File: src/rtl/mgmt_sram_arbiter.sv
// mgmt_sram_arbiter
//   Arbitrates the management CPU (read/write) and the housekeeping port
//   (read-only) onto one single-port, byte-writable, banked RAM interface.
//   The CPU wins contention until housekeeping has been refused STARVE_MAX
//   cycles in a row; then housekeeping wins once. Read data returns two
//   cycles after the grant through a registered pipeline.
// Ports
//   core_clk, core_rstn                    clock, async active-low reset
//   cpu_req/wen/addr/wdata -> cpu_gnt      CPU request, combinational grant
//   cpu_rvalid, cpu_rdata                  CPU read return (rdata held)
//   ro_req/addr -> ro_gnt                  housekeeping read request / grant
//   ro_rvalid, ro_rdata                    housekeeping read return (held)
//   ram_en/wen/addr/wdata, ram_rdata       banked RAM macro interface
module mgmt_sram_arbiter #(
   parameter int DW         = 32,
   parameter int AW         = 10,
   parameter int NBANKS     = 4,
   parameter int STARVE_MAX = 4
) (
   input  logic                   core_clk,
   input  logic                   core_rstn,
   input  logic                   cpu_req,
   input  logic [DW/8-1:0]        cpu_wen,
   input  logic [AW-1:0]          cpu_addr,
   input  logic [DW-1:0]          cpu_wdata,
   output logic                   cpu_gnt,
   output logic                   cpu_rvalid,
   output logic [DW-1:0]          cpu_rdata,
   input  logic                   ro_req,
   input  logic [AW-1:0]          ro_addr,
   output logic                   ro_gnt,
   output logic                   ro_rvalid,
   output logic [DW-1:0]          ro_rdata,
   output logic [NBANKS-1:0]      ram_en,
   output logic [DW/8-1:0]        ram_wen,
   output logic [AW-(NBANKS>1 ? $clog2(NBANKS) : 0)-1:0] ram_addr,
   output logic [DW-1:0]          ram_wdata,
   input  logic [NBANKS*DW-1:0]   ram_rdata
);

   localparam int BW  = (NBANKS > 1) ? $clog2(NBANKS) : 0;
   localparam int BIW = (NBANKS > 1) ? BW : 1;       // bank index register width
   localparam int SW  = $clog2(STARVE_MAX + 1);

   logic [SW-1:0]     starve_cnt;
   logic              ro_prio;
   logic [AW-1:0]     sel_addr;
   logic [BIW-1:0]    bank_idx;
   logic              any_gnt;
   logic              rd_gnt;

   // Read-return stage 1: owner (1 = RO) and bank of the read issued last cycle
   logic              rd_vld_q;
   logic              rd_own_q;
   logic [BIW-1:0]    rd_bank_q;
   logic [DW-1:0]     rd_sel;

   // ---------------- arbitration ----------------
   // Gating with core_rstn keeps the RAM idle while reset is held.
   assign ro_prio = ro_req && (starve_cnt == SW'(STARVE_MAX));
   assign cpu_gnt = core_rstn && cpu_req && !ro_prio;
   assign ro_gnt  = core_rstn && ro_req && (!cpu_req || ro_prio);
   assign any_gnt = cpu_gnt || ro_gnt;
   assign rd_gnt  = ro_gnt || (cpu_gnt && (cpu_wen == '0));

   always_ff @(posedge core_clk or negedge core_rstn) begin
      if (!core_rstn)
         starve_cnt <= '0;
      else if (ro_req && !ro_gnt) begin
         if (starve_cnt != SW'(STARVE_MAX))
            starve_cnt <= starve_cnt + 1'b1;
      end else
         starve_cnt <= '0;
   end

   // ---------------- RAM drive ----------------
   assign sel_addr  = ro_gnt ? ro_addr : cpu_addr;
   assign ram_wdata = cpu_wdata;
   assign ram_wen   = cpu_gnt ? cpu_wen : '0;

   generate
      if (NBANKS > 1) begin : g_banked
         assign bank_idx = sel_addr[AW-1 -: BW];
         assign ram_addr = sel_addr[AW-BW-1:0];
      end else begin : g_single
         assign bank_idx = 1'b0;
         assign ram_addr = sel_addr;
      end
   endgenerate

   assign ram_en = any_gnt ? (NBANKS'(1) << bank_idx) : '0;

   // ---------------- read return ----------------
   always_comb begin
      rd_sel = '0;
      for (int k = 0; k < NBANKS; k++)
         if (rd_bank_q == BIW'(k))
            rd_sel = ram_rdata[k*DW +: DW];
   end

   always_ff @(posedge core_clk or negedge core_rstn) begin
      if (!core_rstn) begin
         rd_vld_q   <= 1'b0;
         rd_own_q   <= 1'b0;
         rd_bank_q  <= '0;
         cpu_rvalid <= 1'b0;
         ro_rvalid  <= 1'b0;
         cpu_rdata  <= '0;
         ro_rdata   <= '0;
      end else begin
         rd_vld_q  <= rd_gnt;
         rd_own_q  <= ro_gnt;
         rd_bank_q <= bank_idx;
         cpu_rvalid <= rd_vld_q && !rd_own_q;
         ro_rvalid  <= rd_vld_q &&  rd_own_q;
         if (rd_vld_q && !rd_own_q) cpu_rdata <= rd_sel;
         if (rd_vld_q &&  rd_own_q) ro_rdata  <= rd_sel;
      end
   end

endmodule

File: config.mk
export PLATFORM = sky130hd
export DESIGN_NAME = mgmt_sram_arbiter
export DESIGN_NICKNAME = d
export VERILOG_FILES = /design/src/rtl/mgmt_sram_arbiter.sv
export SDC_FILE = /design/constraint.sdc
export NUM_CORES = 1
export LEC_CHECK = 0
export BUFFER_PORTS_ARGS = -buffer_cell sky130_fd_sc_hd__buf_2
export CAP_MARGIN = 0
export CORE_AREA = 2 2 116 118
export DETAILED_ROUTE_END_ITERATION = 16
export DIE_AREA = 0 0 118 120
export MAX_ROUTING_LAYER = met4
export PLACE_DENSITY = 0.74
export SYNTH_ARGS = -nofsm -noshare
export SYNTH_HDL_FRONTEND = slang
export SYNTH_SLANG_ARGS = --single-unit
File: constraint.sdc
create_clock -name core_clk -period 3.05 [get_ports core_clk]
set_clock_uncertainty 0.15 [all_clocks]
set_input_delay 0.61 -clock core_clk [delete_from_list [all_inputs] [get_ports core_clk]]
set_output_delay 0.61 -clock core_clk [all_outputs]
set_load 0.01 [all_outputs]
==> results of run 1 <==
[path summary, 6_finish.rpt]
| kind | from | to | slack [ns] |
|---|---|---|---|
| setup / recovery | starve_cnt[0] | ram_addr[0] | 0.13 |
| setup reg to reg | rd_vld_q | cpu_rdata[6] | 0.95 |
| hold reg to reg | cpu_rdata[22] | cpu_rdata[22] | 0.33 |
| hold / removal | core_rstn | cpu_rdata[27] | 0.21 |
| max in group asynchronous | core_rstn | cpu_rdata[18] | 1.61 |
| min in group core_clk | cpu_rdata[22] | cpu_rdata[22] | 0.33 |
[report_power, final]
group / leakage, nW / total [mW] / internal (mW) / switching [mW]
Sequential: 0.878 / 1.33 / 1.20 / 0.130
Clock: 0.135 / 0.964 / 0.566 / 0.398
Combinational: 1.91 / 0.948 / 0.446 / 0.503
Total: 2.92 / 3.25 / 2.22 / 1.03
[placed cells by master, fill, tap and decap left out, types with 2 or more instances in the layout]
master     instances
buf_2            238
dfrtp_1           72
nand2_1           69
mux2i_1           68
o221ai_1          64
clkbuf_16          9
buf_4              8
mux2_2             7
inv_1              4
and2_1             4
nand2_2            3
mux2_4             3
nand3b_1           3
nand2b_1           3
nand3_1            3
clkinv_2           3
nor2_1             2
nand2b_2           2
or3_2              2
ha_1               2
[state kept, by name, summed over array words and instances (netlist names)]
register    count
rd_bank_q       2
ro_rdata       32
cpu_rdata      32
ro_rvalid       1
rd_vld_q        1
cpu_rvalid      1
rd_own_q        1
starve_cnt      3
[layout make-up]
cell class	instances	area (µm²)	area share, %
Antenna cell	1	2.50	0.0455
Multi-Input combinational cell	246	1870	34.1
Tap cell	176	220	4.01
Sequential cell	73	1830	33.3
Clock inverter	5	31.3	0.569
Timing Repair Buffer	248	1280	23.3
Clock buffer	10	239	4.35
Inverter	5	18.8	0.341
[logic make-up after synthesis]
| group | share of synthesized area (%) |
|---|---|
| DFF | 43.7 |
| adders and majority gates | 0.599 |
| and+or+nand+nor | 10.1 |
| buffers and inverters | 11.5 |
| muxes | 19.3 |
| AOI/OAI and AO/OA | 14.8 |
[metrics by stage]
| stage | util (%) | setup WS (ns) | power (mW) |
|---|---|---|---|
| after global placement | 40.2 | 0.468 | 2.28 |
| after global routing | 42.3 | 0.0224 | 3.44 |
| after CTS | 42.3 | 0.0879 | 3.29 |
| after detailed placement | 40.2 | 0.433 | 2.31 |
| final | 42.3 | 0.127 | 3.25 |
| after floorplan | - | 0.691 | 1.88 |
[repair_timing]
item | 4_1_cts | 5_1_grt
endpoints found under the setup margin | 0 | 0
hold buffers | 1 | 0
hold endpoints to repair | 1 | 0
resized for setup | 0 | 0
buffers inserted | 0 | 0
[layer usage]
metal	global-route usage [%]	vias up	wire, µm
li1	-	1801	-
met1	20.8	1786	5050
met2	30.6	207	6250
met3	3.80	29	1020
met4	6.78	0	260
met5	-	-	0
==> results_dict.tcl, run 1 <==
set metrics [dict create \
    grt.total_usage_pct 17.9 \
    num-nets-final 773 \
    numCtsBuffers 9 \
    avgSynthCellArea_um2 10.7 \
    grt_pass1_wl_mm 19.3 \
    design_area_um2 5500 \
    syn2layout_area_growth_pct 31.6 \
    root_buffer "clkbuf_16" \
    worstSkewPairLatency_ns 0.33 \
    wirelength_mm 12.6 \
    io_buffers 239 \
    ant_nets 0 \
    dieArea_um2 14200 \
    hold_slack_ns 0.211 \
    die_w_um 118 \
    clkSinkCount 73 \
    antenna_found_initial 1 \
    startpoint_type "register" \
    static-leakage-power_nw 2.92 \
    rsz0062_at_grt "false" \
    grt_max_degree 47 \
    hpwl_mm 9.27 \
    crit_path_cell_trace "inv_1, ha_1, nand2_2, a21oi_4, mux2_2, buf_2" \
    synth-main-ff-cell "dfrtp_1" \
    globalplace.congestion 0.810 \
    synth_top_cell_area_share_pct 43.7 \
    cts.htree.levels 3 \
    async_flop_share_pct 100 \
    cp_max_fo 18 \
    status "complete, no violations" \
    cp_num_buf_inv 2 \
    grt_pass1_vias 3657 \
    seq_area_frac_synth_pct 43.7 \
    ys_warn_count 0 \
    worstMarginPinSlew_ns 0.804 \
    hold_class "in -> async" \
    fmax_ghz 0.342 \
    stdcell_count 764 \
    post_drt_via_cell_ratio 5.00 \
    synth_largest_area_cell "dfrtp_1" \
    rr_worst_depth 5 \
    drive_gt1_share_pct 48.4 \
    yosysMostFrequentCell "dfrtp_1" \
    worstPathArrival_ns 2.16 \
    die_y_um 120 \
    slew_violations 0 \
    crit_required_ns 2.29 \
    synth_edf_count 0 \
    dp_cells 747 \
    postPlaceCellArea_um2 5210 \
    critical_path_depth 6 \
    powerDensity_nw_per_um2 591 \
    drt-initial-drc-count 213 \
    worst-setup-path-type "reg -> out" \
    synth_area_leaders "dfrtp_1 (44%), mux2i_1 (16%), o221ai_1 (13%), buf_4 (8.4%), nand2_1 (6.2%)" \
    max_cap_viol_count 0 \
    num_vias 3823 \
    path_clk_slew_ns 0.06 \
    ys_seq_elements 73 \
    syn_area_um2 4180 \
    synth_common_cells "dfrtp_1 (73), nand2_1 (69), mux2i_1 (68), o221ai_1 (64), buf_4 (47)" \
    ir_drop_mv 0.206 \
    final.fill_count 1313 \
    cts.path.max_buffers 2 \
    period_needed_ns 2.92 \
    io_pins 304 \
    critical_path.slowest_cell "a21oi_4" \
    syn-instance-count 391 \
    critical_path.max_stage_delay_ns 0.52 \
    syn_nets 581 \
    routedWlPerCell_um 16.5 \
    num_rows 42 \
    cts_tree "done" \
    dr.pass1.iters 4 \
    crit_family "compound AO/OA/AOI/OAI gates" \
    setup_viol 0 \
    period_share_pct 95.8 \
    grt-ovfl-total 0 \
    floorplan.initialDensity_pct 32.2 \
    cp-end-kind "output pin" \
    core_um2 13000 \
    fin_tns_setup_ns 0 \
    yosysUniqueCellTypes 33 \
    drc_errors 0 \
    final-hold-violation-count 0 \
    relSlewSlack_pct 46.4 \
]
Power figures use the tool's default switching activity.
==> run 2, diff against run 1 <==
--- a/config.mk
+++ b/config.mk
@@ -11,7 +11,7 @@
 export DETAILED_ROUTE_END_ITERATION = 16
 export DIE_AREA = 0 0 118 120
 export MAX_ROUTING_LAYER = met4
-export PLACE_DENSITY = 0.74
+export PLACE_DENSITY = 0.71
 export SYNTH_ARGS = -nofsm -noshare
 export SYNTH_HDL_FRONTEND = slang
 export SYNTH_SLANG_ARGS = --single-unit
==> run 2 against run 1 <==
  * Sequential share of layout area is 0.14 points lower
  * Clock power is 7% higher
  * Register-to-register slack better by 0.15 ns
  * Count of clock-buffer cells in the layout is 1 lower
  * Utilization is 0.18 points higher
  * Routed wire length is 1.5% higher
  * Maximum frequency is 6.6% higher
  * Cell area is 0.43% higher
  * Sequential power hardly changed
  * Final cell count is 0.13% lower
  * Critical path depth is 1 higher
  * Largest power group unchanged
==> results_dict.tcl, run 2 (same netlist as run 1, synthesis figures left out) <==
set metrics [dict create \
    cts_tree "done" \
    stdcell_count 763 \
    grt_pass1_wl_mm 20.4 \
    cts.htree.levels 3 \
    drt-initial-drc-count 221 \
    floorplan.initialDensity_pct 32.2 \
    rr_endpoint "cpu_rdata[13]" \
    grt_pass1_vias 3985 \
    clkSinkCount 73 \
    static-leakage-power_nw 2.92 \
    final-hold-violation-count 0 \
    period_share_pct 89.9 \
    num-nets-final 772 \
    startpoint_type "register" \
    grt-ovfl-total 0 \
    dieArea_um2 14200 \
    rr_worst_depth 3 \
    io_buffers 239 \
    num_rows 42 \
    finalPower_mw 3.32 \
    top_regs "cpu_rdata x32, ro_rdata x32, starve_cnt x3" \
    root_buffer "clkbuf_16" \
    cp-end-kind "output pin" \
    grt.total_usage_pct 18.6 \
    post_drt_via_cell_ratio 5.06 \
    rsz0062_at_grt "false" \
    antenna_found_initial 0 \
    hold_class "reg -> reg" \
    wirelength_mm 12.8 \
    cp_max_fo 8 \
    slew_violations 0 \
    cts.path.max_buffers 2 \
    cts_setup_buffers 0 \
    layout_commonest_cell "buf_2" \
    syn2layout_area_growth_pct 32.2 \
    powerDensity_nw_per_um2 601 \
    final.fill_count 1260 \
    status "complete, no violations" \
    crit_end "ram_addr[7]" \
    globalplace.congestion 0.857 \
    reg2reg_slack_ns 1.10 \
    dp_cells 745 \
    grt_max_degree 77 \
    core_um2 13000 \
    num_vias 3864 \
    cts_resized 0 \
    routedWlPerCell_um 16.8 \
    ir_drop_mv 0.199 \
    die_w_um 118 \
    drc_errors 0 \
    fin_tns_setup_ns 0 \
    die_y_um 120 \
    worstMarginPinSlew_ns 0.954 \
    drive_gt1_share_pct 48.4 \
    numCtsBuffers 9 \
    setup_viol 0 \
    path_clk_slew_ns 0.06 \
    dr.pass1.iters 4 \
    worst-setup-path-type "reg -> out" \
    worstReg2RegStart "rd_bank_q[0]" \
    max_cap_viol_count 0 \
    relSlewSlack_pct 36.4 \
    mostFrequentLayoutCells "buf_2 (238), dfrtp_1 (72), nand2_1 (69)" \
    cts-hold-fix-buffers 0 \
    crit_start "starve_cnt[0]" \
    hpwl_mm 9.36 \
    n_antenna_cell 0 \
    crit_required_ns 2.29 \
    worstSkewPairLatency_ns 0.32 \
    period_needed_ns 2.74 \
    io_pins 304 \
    worstPathArrival_ns 1.98 \
    ant_nets 0 \
    fmax_ghz 0.365 \
]
==> run 2: worst min-delay path by stage <==
stage	end	cells after the start	startpoint	slack (ns)
6_report	cpu_rdata[11]	2	cpu_rdata[11]	0.33
5_1_grt	ro_rdata[10]	2	ro_rdata[10]	0.35
4_1_cts	cpu_rdata[11]	2	cpu_rdata[11]	0.33
3_5_place_dp	cpu_rdata[11]	2	cpu_rdata[11]	0.32
3_3_place_gp	cpu_rdata[7]	2	cpu_rdata[7]	0.32
2_1_floorplan	cpu_rdata[0]	0	core_rstn	0.16
==> run 2: per-layer routing <==
| layer | part of all wire, % | track usage [%] | vias to the layer above |
|---|---|---|---|
| met4 | 1.1 | 6.33 | 0 |
| met2 | 50 | 31.6 | 216 |
| met1 | 41 | 22.0 | 1847 |
| met3 | 7.6 | 4.23 | 11 |
| met5 | 0 | - | - |
| li1 | - | - | 1790 |
==> run 2: final cells by class <==
cell class,count,area (µm²),share of cell area (%)
sequential,73,1830,33.2
multi-input combinational,246,1870,33.9
clock buffer,9,225,4.08
timing repair buffer,247,1280,23.3
clock inverter,7,71.3,1.29
inverter,5,18.8,0.340
tap,176,220,3.99
==> run 2: critical path: stages, from the launching register on <==
cell and delay, ns:
dfrtp_1 0.38, inv_1 0.10, ha_1 0.20, nand2_2 0.13, a21oi_4 0.18, buf_4 0.21, mux2_4 0.31, buf_2 0.14
==> run 2: power breakdown <==
group          switching (mW)  total, mW  internal [mW]
clock network           0.404       1.03          0.631
registers               0.139       1.34           1.20
logic                   0.497      0.943          0.445
==> run 2: stage by stage <==
stage          cell area [µm²]  hold WS, ns  util (%)  setup WS (ns)
6_report                  5520        0.329      42.5          0.308
5_1_grt                   5520        0.354      42.5          0.213
4_1_cts                   5490        0.333      42.3         0.0574
3_5_place_dp              5200        0.320      40.0          0.436
3_3_place_gp              5200        0.316      40.0          0.511
2_1_floorplan             4180        0.164         -          0.691
